### src/rtl/mag_frame_averager.sv
// mag_frame_averager: averages 2^LOG2_AVG four-channel magnitude frames.
// Optional round-half-up: define MAG_FRAME_AVERAGER_ROUND_EN.
module mag_frame_averager #(
  parameter int MAG_WIDTH   = 26,
  parameter int TUSER_WIDTH = 6,
  parameter int LOG2_AVG    = 4
) (
  input  logic                     clk,
  input  logic                     rst,
  input  logic [MAG_WIDTH-1:0]     S_TDATA,
  input  logic [TUSER_WIDTH-1:0]   S_TUSER,
  input  logic                     S_TVALID,
  input  logic                     S_OVERFLOW,
  output logic [4*MAG_WIDTH-1:0]   M_TDATA,
  output logic [TUSER_WIDTH-3:0]   M_TUSER,
  output logic                     M_TVALID,
  output logic [3:0]               M_OVERFLOW,
  output logic                     M_SEQ_ERR
);

  localparam int AW  = MAG_WIDTH + LOG2_AVG;
  localparam int TGW = TUSER_WIDTH - 2;
  localparam int CW  = (LOG2_AVG > 0) ? LOG2_AVG : 1;
  localparam logic [CW-1:0] CNT_MAX = CW'((1 << LOG2_AVG) - 1);
`ifdef MAG_FRAME_AVERAGER_ROUND_EN
  localparam logic [AW-1:0] RND = AW'((1 << LOG2_AVG) / 2);
`else
  localparam logic [AW-1:0] RND = '0;
`endif

  typedef enum logic {ST_SYNC, ST_ACCUM} state_t;

  state_t                 r_state;
  state_t                 w_state_nx;
  logic [AW-1:0]          r_acc [4];
  logic [CW-1:0]          r_cnt;
  logic [1:0]             r_exp;
  logic [TGW-1:0]         r_tag;
  logic [3:0]             r_ovf;
  logic [4*MAG_WIDTH-1:0] r_m_tdata;
  logic [TGW-1:0]         r_m_tuser;
  logic                   r_m_tvalid;
  logic [3:0]             r_m_ovf;
  logic                   r_m_seq_err;

  logic [1:0]             w_ch;
  logic [TGW-1:0]         w_tag;
  logic [AW-1:0]          w_add;
  logic                   w_match;
  logic                   w_seq_err;
  logic                   w_load;
  logic                   w_acc;
  logic                   w_end;
  logic [AW-1:0]          w_sum [4];
  logic [4*MAG_WIDTH-1:0] w_avg;

  assign w_ch  = S_TUSER[1:0];
  assign w_tag = S_TUSER[TUSER_WIDTH-1:2];
  assign w_add = AW'(S_TDATA);

  // Frame-opening channel-0 beats skip the tag check.
  assign w_match   = (w_ch == r_exp) &&
                     ((r_exp == 2'd0) || (w_tag == r_tag));
  assign w_seq_err = S_TVALID && (r_state == ST_ACCUM) && !w_match;
  assign w_load    = S_TVALID && (w_ch == 2'd0) &&
                     ((r_state == ST_SYNC) || w_seq_err);
  assign w_acc     = S_TVALID && (r_state == ST_ACCUM) && w_match;
  assign w_end     = w_acc && (w_ch == 2'd3) && (r_cnt == CNT_MAX);

  // Final window sums, folding in the closing channel-3 beat.
  always_comb begin
    w_avg = '0;
    for (int n = 0; n < 4; n++) begin
      w_sum[n] = r_acc[n] + RND;
      if (n == 3) w_sum[n] = w_sum[n] + w_add;
      w_avg[n*MAG_WIDTH +: MAG_WIDTH] = w_sum[n][AW-1 -: MAG_WIDTH];
    end
  end

  // State register.
  always_ff @(posedge clk or posedge rst) begin
    if (rst) r_state <= ST_SYNC;
    else     r_state <= w_state_nx;
  end

  // Next state: lock on channel 0, fall back to SYNC on non-ch0 errors.
  always_comb begin
    w_state_nx = r_state;
    case (r_state)
      ST_SYNC:  if (w_load) w_state_nx = ST_ACCUM;
      ST_ACCUM: if (w_seq_err && !w_load) w_state_nx = ST_SYNC;
      default:  w_state_nx = ST_SYNC;
    endcase
  end

  // Accumulation, window close and registered outputs.
  always_ff @(posedge clk or posedge rst) begin
    if (rst) begin
      for (int i = 0; i < 4; i++) r_acc[i] <= '0;
      r_cnt       <= '0;
      r_exp       <= 2'd0;
      r_tag       <= '0;
      r_ovf       <= 4'd0;
      r_m_tdata   <= '0;
      r_m_tuser   <= '0;
      r_m_tvalid  <= 1'b0;
      r_m_ovf     <= 4'd0;
      r_m_seq_err <= 1'b0;
    end else begin
      r_m_tvalid  <= 1'b0;
      r_m_seq_err <= w_seq_err;
      if (w_load) begin
        for (int i = 1; i < 4; i++) r_acc[i] <= '0;
        r_acc[0] <= w_add;
        r_cnt    <= '0;
        r_ovf    <= {3'b000, S_OVERFLOW};
        r_exp    <= 2'd1;
        r_tag    <= w_tag;
      end else if (w_seq_err) begin
        for (int i = 0; i < 4; i++) r_acc[i] <= '0;
        r_cnt <= '0;
        r_ovf <= 4'd0;
        r_exp <= 2'd0;
      end else if (w_acc) begin
        r_exp <= r_exp + 2'd1;
        if (w_end) begin
          r_m_tdata  <= w_avg;
          r_m_ovf    <= r_ovf | {S_OVERFLOW, 3'b000};
          r_m_tuser  <= r_tag;
          r_m_tvalid <= 1'b1;
          for (int i = 0; i < 4; i++) r_acc[i] <= '0;
          r_cnt <= '0;
          r_ovf <= 4'd0;
        end else begin
          r_acc[w_ch] <= r_acc[w_ch] + w_add;
          r_ovf[w_ch] <= r_ovf[w_ch] | S_OVERFLOW;
          if (w_ch == 2'd3) r_cnt <= r_cnt + CW'(1);
          if (w_ch == 2'd0) r_tag <= w_tag;
        end
      end
    end
  end

  assign M_TDATA    = r_m_tdata;
  assign M_TUSER    = r_m_tuser;
  assign M_TVALID   = r_m_tvalid;
  assign M_OVERFLOW = r_m_ovf;
  assign M_SEQ_ERR  = r_m_seq_err;

endmodule

### config.mk
export PLATFORM = sky130hd
export DESIGN_NAME = mag_frame_averager
export DESIGN_NICKNAME = d
export VERILOG_FILES = /design/src/rtl/mag_frame_averager.sv
export SDC_FILE = /design/constraint.sdc
export NUM_CORES = 1
export LEC_CHECK = 0
export CORE_MARGIN = 2
export CORE_UTILIZATION = 50
export CTS_BUF_LIST = sky130_fd_sc_hd__clkbuf_4
export DETAILED_ROUTE_END_ITERATION = 12
export PLACE_DENSITY = 0.71
export SETUP_SLACK_MARGIN = 0.02
export SLEW_MARGIN = 25
export SYNTH_ARGS = -nofsm -noshare
export SYNTH_HDL_FRONTEND = slang
export SYNTH_SLANG_ARGS = --single-unit
### constraint.sdc
create_clock -name clk -period 30.4 [get_ports clk]
set_input_delay 9.12 -clock clk [delete_from_list [all_inputs] [get_ports clk]]
set_output_delay 9.12 -clock clk [all_outputs]
set_load 0.005 [all_outputs]
; ---- Yosys cells after proc, flatten, opt, wreduce, memory -nomap -nowiden
; Index checks and enable logic that the tools add are counted.
[word_totals]
register_bits = 249
input_bits = 36
output_inout_bits = 114
wordCells = 97
[op_classes]
add_sub_neg = 4
order_cmp = 4
eq_ne = 6
muxes = 39
n_bitwise = 6
n_reduce_logical = 24
[ops]
columns = op, n
row1 = two-way mux 120 bit, 4
row2 = bitwise mux 120 bit, 1
row3 = two-way mux 30 bit, 3
row4 = adder 30 x 26 -> 30 bit, 2
row5 = binary-select mux 30 bit (select 2 bit), 1
row6 = demux 30 bit (select 2 bit), 1
row7 = two-way mux 4 bit, 14
row8 = logical AND 1 bit, 11
row9 = two-way mux 1 bit, 8
row10 = AND reduction 4 bit, 2
row11 = two-way mux 2 bit, 3
row12 = adder 4 x 1 -> 4 bit (second input constant), 1
row13 = bitwise mux 4 bit, 1
row14 = equality test 4 bit, 1
row15 = equality test 4 bit (second input constant), 1
row16 = logical NOT 2 bit, 2
row17 = OR 4 bit, 1
row18 = nonzero test 2 bit, 2
row19 = nonzero test 4 bit, 1
row20 = greater-or-equal comparator 3 bit (second input constant), 1
row21 = less-than comparator 2 x 3 -> 1 bit (second input constant), 1
row22 = less-than comparator 3 x 1 -> 1 bit (second input constant), 1
row23 = inverter 1 bit, 3
row24 = inverter 2 -> 3 bit, 1
row25 = 14 further kinds, 16

; ---- Depth between registers and ports, before layout
; Gate-level depths: netlist of the first run.
[logic_depth]
ltp_word = 11
ltp_mapped = 15
mapped_depth_nobuf = 12

; ---- Least setup slack after synthesis of the first run
; OpenSTA, ideal clock, no wires.
[synth_path]
path_kind = input -> register
from = input S_TUSER[0]
to = register r_acc[59] (netlist bit)
setup_ns = 0.129
arrival_time_ns = 12.679
required_ns = 30.271
setup_slack_ns = 17.592
path_stages = 14
n_path_buf = 4
cell_sequence = buf_2 buf_2 buf_2 clkbuf_1 mux4_2 ha_1 a21oi_1 o21ai_2 o311a_4 a221oi_4 o31ai_4 and4_4 nor4_4 o21ai_1
[synth_between]
elab_chain_cells = 10
elab_cells_between_ends = 28
classes_between = 1 x add/sub / 2 x order compare / 2 x eq/ne / 10 x mux / 1 x bitwise / 12 x reduce/logical
[synth_lines]
columns = item, line
row1 = start: declaration, 11  ; input logic [TUSER_WIDTH-1:0] S_TUSER,
row2 = inverter 2 -> 3 bit (not written as such), 135  ; r_acc[w_ch] <= r_acc[w_ch] + w_add;
row3 = binary-select mux 30 bit (select 2 bit) (tied with other cells), 135
row4 = two-way mux 30 bit (not written as such) or logical AND 1 bit (tied branches), 135
row5 = two-way mux 30 bit (not written as such), 135
row6 = adder 30 x 26 -> 30 bit or demux 30 bit (select 2 bit) (tied branches), 135
row7 = bitwise mux 120 bit, 135
row8 = two-way mux 120 bit, 126  ; if (w_end) begin
row9 = two-way mux 120 bit, 124  ; end else if (w_acc) begin
row10 = two-way mux 120 bit, 119  ; end else if (w_seq_err) begin
row11 = two-way mux 120 bit, 112  ; if (w_load) begin
row12 = end signal: indexed assignment, 135
row13 = end: declaration, 35  ; logic [AW-1:0] r_acc [4];
; Several ways; a longest one is shown, not always the timed one. The select of a mux whose other input is x is not followed.
; A chain may end at the register's enable or synchronous reset.

; ---- Worst setup path in the final report of the first run
[layout_path]
from = input S_TUSER[0]
to = register r_acc[115] (netlist bit)
; Same word-level chain as after synthesis.

==> flow_summary_export.csv, run 1 <==
group,metric,value,unit
placed_design,dp.cells,1765,
clock_network,post_cts_resized,0,
timing,tightest_slew,1.082,ns
logic_synthesis,syn_inst,1346,
clock_network,tritoncts,"done",
logic_synthesis,synth-seq-cells,249,
timing,finalHoldViolations,0,
timing,worst_slack,17.72,ns
timing,rsz0062_at_grt,"false",
route,drc,0,
route,vias_per_cell,5.920,
setup_path,max_stage_delay,0.62,ns
setup_path,cp_top_family,"buffers and inverters",
setup_path,path_common_cell,"buf_4",
finish,fin_cells,1877,
timing,fin_skew,0.02547,ns
logic_synthesis,async_flop_share,100.0,%
logic_synthesis,syn_area,13110,um2
setup_path,cp-end-kind,"register",
run_status,status,"completed",
setup_path,path_buf_inv,4,
floorplan,coreArea,25910,um2
route,ant_nets,0,
route,vias,11112,
clock_network,cts-root-buf,"clkbuf_4",
logic_synthesis,ys_seq_area_share,47.52,%
clock_network,h-tree-depth,3,
setup_path,cpMaxStageDelayCell,"buf_4",
job,max_cap_violations,0,
finish,fill_cells,2202,
floorplan,placementRows,59,
clock_network,path_clk_slew,0.07,ns
logic_synthesis,syn_area_per_cell,9.741,um2
clock_network,clock_latency,0.66,ns
floorplan,fp.dieW,165.9,um
placed_design,place_ws,17.09,ns
logic_synthesis,yosys.area.top_type,"dfrtp_1",
placed_design,gp_congestion,0.9474,
finish,layout_common_cells,"391 x nand2_1, 249 x dfrtp_1, 147 x clkdlybuf4s50_1",
setup_path,arrival,13.26,ns
global_route,grt_overflow,0,
power_and_ir_drop,power_per_cell_area,65.72,nW/um2
hold_path,hold_path_class,"register to register",
finish,syn_to_final_growth,19.62,%
clock_network,cts_num_sinks,249,
logic_synthesis,syn_nets,1436,
timing,slew_headroom,27.88,%
route,first_pass_iters,5,
timing,period_minus_slack,12.68,ns
setup_path,critical_path_class,"input pin to register",
floorplan,ios,150,
timing,finalSetupViolations,0,
finish,fin_nets,1590,
clock_network,cts_setup_buffers,0,
logic_synthesis,synthFlopType,"dfrtp_1",
logic_synthesis,yosys-top-cells-area,"dfrtp_1 48%, nand2_1 11%, mux4_2 5.2%",
clock_network,cts_hold_buf,0,
floorplan,start_util,50.60,%
timing,fin_tns_setup,0,ns
power_and_ir_drop,ir_drop,0.02958,mV
timing,post-route-period-util,41.70,%
setup_path,setup.worst_path.start_class,"input pin",
timing,fin_hold_ws,0.4648,ns
timing,slew_violations,0,
setup_path,path_max_fanout,54,
timing,clock.fmax,78.89,MHz
clock_network,cts_buffer_depth,3,
floorplan,dieArea,27530,um2
global_route,grt_max_degree,94,
global_route,grt_antenna_before_repair,1,
logic_synthesis,synth_warnings,0,
placed_design,port_buffers,149,
power_and_ir_drop,power_leakage,7.464,nW
logic_synthesis,synth-edff-count,0,
setup_path,required,30.99,ns
finish,layout-drive-gt1-share,11.94,%
global_route,grt_first_pass_wirelength,58680,um
floorplan,chipHeight,165.9,um
placed_design,hpwl,24750,um
finish,final_common_cell,"nand2_1",
logic_synthesis,yosysUniqueCellTypes,82,
setup_path,worstPathCellList,"buf_2 > buf_4 > xnor2_1 > nand3_1 > nor4_4 > nand2_2 > inv_2 > buf_4 > nor2_2 > o21a_4 > nand2b_4 > nor3_2 > a221o_1",
global_route,first_global_vias,10933,
route,drt_iter0_drc,1007,
clock_network,cts_buffers,67,
global_route,grt_usage,26.43,%
route,wl,36690,um
logic_synthesis,synth_top_area_share,47.52,%
route,routedWlPerCell,19.55,um
metal layers:
metal	vias up	global-route usage, %	routed length [um]
li1	5121	-	-
met1	5424	38.60	16460
met2	509	39.56	16340
met3	58	6.101	3241
met4	0	7.940	649
met5	-	0	0
metrics by stage:
stage / util (%) / power (W) / area [um2]
final: 60.53 / 0.001031 / 15680
after global placement: 57.20 / 0.0007183 / 14820
after global routing: 60.53 / 0.001088 / 15680
after detailed placement: 57.22 / 0.0007287 / 14830
after floorplan: - / 0.0006439 / 13110
after CTS: 60.38 / 0.001028 / 15650
worst paths after layout:
kind / from / endpoint / slack, ns / depth (start not counted)
max reg2reg: r_tag[0]$_DFFE_PP0P_ / r_acc[115]$_DFFE_PP0P_ / 26.28 / 11
max: S_TUSER[0] / r_acc[115]$_DFFE_PP0P_ / 17.72 / 13
min reg2reg: M_TDATA[46]$_DFFE_PP0P_ / M_TDATA[46]$_DFFE_PP0P_ / 0.46 / 2
min in group asynchronous: rst / M_TDATA[81]$_DFFE_PP0P_ / 8.97 / 2
min: M_TDATA[46]$_DFFE_PP0P_ / M_TDATA[46]$_DFFE_PP0P_ / 0.46 / 2
max in group asynchronous: rst / M_TDATA[74]$_DFFE_PP0P_ / 20.22 / 3
report_power, final:
part / switching, W / internal, W
clock: 0.000139 / 0.000159
combinational: 0.000178 / 0.000126
sequential: 0.0000478 / 0.000382
total: 0.000364 / 0.000666
cells in the mapped netlist, types with 3 or more instances:
library cell,n
a211oi_1,8
a21o_1,27
a21oi_1,49
a221oi_1,5
a22o_1,58
a22oi_1,17
a31oi_1,6
and2_1,3
and3_1,9
buf_1,5
buf_2,24
clkbuf_1,42
dfrtp_1,249
ha_1,53
inv_1,18
mux2_2,6
mux2i_1,3
mux4_2,30
nand2_1,391
nand2b_1,8
nand3_1,13
nand4_1,11
nor2_1,49
nor2_2,3
nor2b_1,4
nor3_1,17
o211ai_1,8
o21a_1,12
o21ai_0,95
o21ai_1,8
o31ai_1,4
or3_1,3
xnor2_1,28
xor2_1,17
cell families (layout without fill, tap and decap cells):
group | count (synthesis) | count (layout) | share of synthesized area (%)
buffers and inverters | 91 | 286 | 2.891
XOR/XNOR | 45 | 45 | 3.006
flip-flops | 249 | 249 | 47.52
other | 0 | 1 | 0
adder cells (fa/ha/maj) | 54 | 54 | 5.210
AO/OA/AOI/OAI | 341 | 341 | 18.47
multiplexers | 40 | 40 | 6.012
AND/OR/NAND/NOR | 526 | 526 | 16.89
sequential cells by signal (all words and copies together) (netlist names):
| signal | flops |
|---|---|
| M_OVERFLOW | 4 |
| M_SEQ_ERR | 1 |
| M_TDATA | 104 |
| M_TUSER | 4 |
| M_TVALID | 1 |
| r_acc | 120 |
| r_cnt | 4 |
| r_exp | 2 |
| r_ovf | 4 |
| r_state | 1 |
| r_tag | 4 |
final cells by class:
cell class | count | area [um2] | area share (%)
clock buffers | 94 | 705.7 | 4.499
repair buffers | 157 | 1569 | 10.00
well taps | 335 | 419.2 | 2.673
flip-flops and latches | 249 | 6231 | 39.73
clock inverters | 16 | 115.1 | 0.7339
multi-input cells | 1006 | 6563 | 41.84
diodes | 1 | 2.502 | 0.01596
inverters | 19 | 78.83 | 0.5026
tightest hold or removal path, stage by stage (launching register included):
cell and delay (ns):
dfrtp_1 0.34, nand2_1 0.05, nand2_1 0.05
(Power assumes the default switching activity.)
==> inputs of run 2 (changes only) <==
Clock period 30.4 ns to 12.7 ns, I/O delays scaled along.
==> run 2 against run 1 <==
Sequential share of layout area fell by 0.070 points. Clock power rose by 140%. Final cell count rose by 0.32%. Highest routed layer is now met5. First-iteration DRC count fell by 2.9%.
==> flow_summary_export.csv, run 2 (synthesized netlist as in run 1, its figures left out) <==
group,metric,value,unit
finish,layout_common_cells,"391 x nand2_1, 249 x dfrtp_1, 147 x clkdlybuf4s50_1",
floorplan,chipHeight,165.9,um
power_and_ir_drop,pwr-share-comb,29.6,%
hold_path,min_from,"M_TDATA[46]$_DFFE_PP0P_",
clock_network,cts_buffer_depth,3,
power_and_ir_drop,power_leakage,7.465,nW
setup_path,arrival,7.94,ns
global_route,grt_usage,26.90,%
clock_network,tritoncts,"done",
timing,tightest_slew,1.058,ns
clock_network,h-tree-depth,3,
power_and_ir_drop,power_per_cell_area,156.4,nW/um2
finish,fill_cells,2213,
floorplan,dieArea,27530,um2
setup_path,crit_start,"S_TUSER[0]",
clock_network,cts_num_sinks,249,
route,first_pass_iters,5,
global_route,grt_antenna_before_repair,3,
setup_path,path_max_fanout,55,
power_and_ir_drop,seqPwrFrac,41.8,%
timing,slew_violations,0,
finish,largest_register_ffs,120,
setup_path,critical_path_class,"input pin to register",
setup_path,required,13.32,ns
power_and_ir_drop,swShare,35.50,%
run_status,status,"completed",
timing,period_minus_slack,7.316,ns
global_route,grt_max_degree,94,
placed_design,hpwl,25010,um
route,drt_iter0_drc,978,
route,vias_per_cell,5.901,
timing,fin_skew,0.03271,ns
timing,rsz0062_at_grt,"false",
finish,layout-drive-gt1-share,11.65,%
clock_network,clock_latency,0.69,ns
setup_path,rr_startpoint,"r_tag[0]$_DFFE_PP0P_",
clock_network,path_clk_slew,0.07,ns
timing,fin_tns_setup,0,ns
finish,final_common_cell,"nand2_1",
global_route,grt_first_pass_wirelength,59500,um
finish,fin_nets,1591,
power_and_ir_drop,pwr-share-clk,28.6,%
clock_network,cts_setup_buffers,0,
timing,finalSetupViolations,0,
power_and_ir_drop,power.internal,0.001585,W
placed_design,gp_congestion,0.9436,
placed_design,port_buffers,149,
timing,clock.fmax,136.7,MHz
setup_path,setup.worst_path.start_class,"input pin",
route,wl,36670,um
route,ant_nets,0,
timing,finalHoldViolations,0,
clock_network,post_cts_resized,0,
floorplan,coreArea,25910,um2
global_route,grt_overflow,0,
setup_path,cp-end-kind,"register",
floorplan,start_util,50.60,%
hold_path,hold_path_class,"register to register",
finish,top_register,"r_acc",
route,vias,11111,
clock_network,cts_buffers,67,
finish,syn_to_final_growth,19.83,%
route,drc,0,
finish,utilization,60.64,%
timing,slew_headroom,29.47,%
global_route,first_global_vias,11247,
clock_network,cts_hold_buf,0,
job,max_cap_violations,0,
clock_network,cts-root-buf,"clkbuf_4",
floorplan,fp.dieW,165.9,um
power_and_ir_drop,p_switching,0.0008725,W
timing,post-route-period-util,57.61,%
floorplan,ios,150,
floorplan,placementRows,59,
route,routedWlPerCell,19.47,um
power_and_ir_drop,ir_drop,0.06868,mV
==> run 2: changes by cell type in the layout (fill, tap and decap cells not counted) <==
cell | previous run | this run
and3_1 | 9 | 8
and3_2 | 0 | 1
buf_16 | 1 | 2
clkbuf_4 | 94 | 90
clkinv_1 | 9 | 18
clkinv_2 | 2 | 0
diode_2 | 1 | 3
==> run 2: power by group through the flow <==
stage	clock, W	combinational [W]	sequential [W]
6_report	0.000703	0.000727	0.00103
5_1_grt	0.000766	0.000796	0.00104
4_1_cts	0.000716	0.000713	0.00102
3_5_place_dp	0	0.000708	0.00104
3_3_place_gp	0	0.000686	0.00103
2_1_floorplan	0	0.000550	0.000991
==> run 2: area by class of cell <==
class / instances / area (um2) / area share [%]
Antenna cell: 3 / 7.507 / 0.04778
Clock buffer: 90 / 675.6 / 4.300
Clock inverter: 23 / 138.9 / 0.8840
Inverter: 19 / 78.83 / 0.5017
Multi-Input combinational cell: 1006 / 6564 / 41.78
Sequential cell: 249 / 6231 / 39.66
Tap cell: 335 / 419.2 / 2.668
Timing Repair Buffer: 158 / 1597 / 10.16
==> run 2: worst paths after layout <==
kind	endpoint	slack (ns)	cells after the start
max	r_acc[115]$_DFFE_PP0P_	5.38	13
min	M_TDATA[46]$_DFFE_PP0P_	0.47	2
max reg2reg	r_acc[115]$_DFFE_PP0P_	8.61	11
min reg2reg	M_TDATA[46]$_DFFE_PP0P_	0.47	2
max in group asynchronous	r_tag[3]$_DFFE_PP0P_	7.88	3
min in group asynchronous	M_TDATA[79]$_DFFE_PP0P_	3.65	2
==> run 2: through the flow <==
stage	worst slack, ns	power (W)	hold slack (ns)	cell area (um2)	std cells
final	5.384	0.002458	0.4651	15710	1883
after global routing	5.059	0.002601	0.4881	15710	1883
after CTS	5.365	0.002451	0.4679	15640	1878
after detailed placement	4.660	0.001744	0.4552	14820	1765
after global placement	4.807	0.001720	0.4500	14820	1765
after floorplan	2.047	0.001541	0.4446	13110	1346
==> run 2: critical path, stage by stage <==
cell	delay, ns
buf_2	0.08
buf_4	0.55
xnor2_1	0.19
nand3_1	0.17
nor4_4	0.51
nand2_2	0.29
inv_2	0.54
buf_4	0.59
nor2_2	0.16
o21a_4	0.41
nand2b_4	0.27
nor3_2	0.19
a221o_1	0.12
==> run 2: layer usage <==
metal  routed length, um  global-route usage (%)  up-vias
met5                  13                       0        -
met4                 923                   10.06        2
met3                3045                   7.340       82
met1               16650                   38.38     5423
met2               16030                   39.55      465
li1                    -                       -     5139
==> inputs of run 3 (changes only) <==
Clock period 12.7 ns to 7.2 ns, I/O delays scaled along.
==> run 3 against run 2 <==
Wire length shrank 0.31%. First-iteration DRC count decreased by 7.4%. Flip-flop and latch count unchanged. Utilization grew 0.35 points. Setup slack got worse by 3.6 ns. Combinational power grew 75%. Critical path depth down 3. Critical endpoint is now r_acc[27]$_DFFE_PP0P_. Highest routed layer is now met4.
==> flow_summary_export.csv, run 3 (synthesized netlist as in run 1, its figures left out) <==
group,metric,value,unit
power_and_ir_drop,ir_drop,0.1220,mV
setup_path,required,7.71,ns
setup_path,cp_top_family,"compound AO/OA/AOI/OAI gates",
clock_network,cts_buffer_depth,3,
timing,finalHoldViolations,0,
global_route,first_global_vias,11132,
global_route,grt_first_pass_wirelength,59520,um
floorplan,fp.dieW,165.9,um
timing,period_minus_slack,5.400,ns
route,vias,11039,
setup_path,path_max_fanout,28,
power_and_ir_drop,total_power,0.004348,W
clock_network,clock_latency,0.68,ns
power_and_ir_drop,swShare,35.39,%
global_route,grt_usage,26.85,%
floorplan,ios,150,
setup_path,path_buf_inv,1,
setup_path,worstPathCellList,"buf_2 > mux4_2 > ha_1 > a211oi_2 > o21ai_2 > o311a_4 > a221oi_4 > o31ai_4 > a221oi_1 > o21ai_0",
global_route,grt_overflow,0,
placed_design,dp.cells,1770,
power_and_ir_drop,power_leakage,7.528,nW
placed_design,hpwl,25190,um
setup_path,cpMaxStageDelayCell,"buf_2",
route,wl,36550,um
clock_network,h-tree-depth,3,
setup_path,max_stage_delay,0.69,ns
clock_network,cts_setup_buffers,0,
finish,fin_nets,1599,
power_and_ir_drop,power.internal,0.002809,W
timing,finalSetupViolations,0,
clock_network,cts-root-buf,"clkbuf_4",
finish,top_register,"r_acc",
finish,final_common_cell,"nand2_1",
setup_path,setup.worst_path.start_class,"input pin",
floorplan,chipHeight,165.9,um
timing,slew_violations,0,
route,first_pass_iters,5,
finish,layout-drive-gt1-share,12.54,%
route,drt_iter0_drc,906,
timing,fin_skew,0.06033,ns
route,routedWlPerCell,19.33,um
placed_design,gp_congestion,0.9196,
clock_network,cts_hold_buf,0,
timing,tightest_slew,1.084,ns
setup_path,arrival,5.91,ns
route,drc,0,
global_route,grt_antenna_before_repair,1,
clock_network,post_cts_resized,0,
timing,rsz0062_at_grt,"false",
setup_path,critical_path_class,"input pin to register",
job,max_cap_violations,0,
route,ant_nets,0,
clock_network,tritoncts,"done",
timing,clock.fmax,185.2,MHz
setup_path,cp-end-kind,"register",
global_route,grt_max_degree,184,
finish,largest_register_ffs,120,
floorplan,placementRows,59,
clock_network,path_clk_slew,0.06,ns
hold_path,hold_path_class,"register to register",
clock_network,cts_num_sinks,249,
clock_network,cts_buffers,69,
timing,post-route-period-util,74.99,%
finish,layout_common_cells,"391 x nand2_1, 249 x dfrtp_1, 147 x clkdlybuf4s50_1",
finish,utilization,60.98,%
finish,fin_cells,1891,
power_and_ir_drop,seqPwrFrac,42.0,%
timing,fin_tns_setup,0,ns
power_and_ir_drop,p_switching,0.001539,W
timing,slew_headroom,27.70,%
floorplan,start_util,50.60,%
run_status,status,"completed",
power_and_ir_drop,power_per_cell_area,275.1,nW/um2
finish,syn_to_final_growth,20.52,%
floorplan,dieArea,27530,um2
power_and_ir_drop,pwr-share-comb,29.3,%
power_and_ir_drop,pwr-share-clk,28.7,%
placed_design,port_buffers,149,
route,vias_per_cell,5.838,
floorplan,coreArea,25910,um2
-- run 3: changes by cell type in the layout (fill, tap and decap cells not counted), moves of 2 or more --
cell	change
clkbuf_4	+8
clkinv_1	-5
diode_2	-2
buf_12	+2
clkinv_2	+2
buf_6	-2
buf_4	+5
-- run 3: power by group through the flow --
stage          Clock (W)  Sequential [W]  Combinational, W
2_1_floorplan          0         0.00175          0.000971
3_3_place_gp           0         0.00184           0.00122
3_5_place_dp           0         0.00184           0.00124
4_1_cts          0.00128         0.00181           0.00125
5_1_grt          0.00135         0.00185           0.00140
6_report         0.00125         0.00182           0.00127
-- run 3: metrics by stage --
stage	worst slack, ns	hold WS, ns	instance area [um2]
global route	1.532	0.4859	15800
finish	1.800	0.4626	15800
CTS	1.849	0.4664	15720
detailed placement	1.149	0.4543	14880
global placement	1.268	0.4512	14880
floorplan	1.352	0.4446	13120
-- run 3: final cells by class --
type | count | area [um2]
Fill cell | 2241 | 10110
Multi-Input combinational cell | 1006 | 6559
Sequential cell | 249 | 6231
Timing Repair Buffer | 164 | 1679
Clock buffer | 98 | 735.7
Tap cell | 335 | 419.2
Clock inverter | 19 | 100.1
Inverter | 19 | 75.07
Antenna cell | 1 | 2.502
-- run 3: final timing paths --
check	from	to	slack (ns)	cells past startpoint
min	M_TDATA[12]$_DFFE_PP0P_	M_TDATA[12]$_DFFE_PP0P_	0.46	2
min reg2reg	M_TDATA[12]$_DFFE_PP0P_	M_TDATA[12]$_DFFE_PP0P_	0.46	2
max reg2reg	r_tag[1]$_DFFE_PP0P_	r_acc[109]$_DFFE_PP0P_	3.64	11
max in group asynchronous	rst	r_cnt[2]$_DFFE_PP0P_	4.35	4
min in group asynchronous	rst	r_acc[8]$_DFFE_PP0P_	2.00	3
max	S_TUSER[0]	r_acc[27]$_DFFE_PP0P_	1.80	10
-- run 3: layer usage --
layer / part of all wire, % / routed length [um] / global-route usage (%) / up-vias
met5: 0 / 0 / 0 / -
li1: - / - / - / 5155
met2: 43 / 15650 / 39.26 / 475
met4: 2.1 / 766 / 9.112 / 0
met3: 9.1 / 3338 / 6.792 / 67
met1: 46 / 16800 / 39.23 / 5342
-- run 3: worst register-to-register path: stages, from the launching register on --
cell     delay [ns]
dfrtp_1        0.41
xnor2_1        0.21
a41oi_2        0.25
nor4_4         0.54
nand2_2        0.30
inv_2          0.12
buf_4          0.38
nor2_2         0.16
o21a_4         0.41
nor2_2         0.47
a22oi_1        0.13
nand2_1        0.09
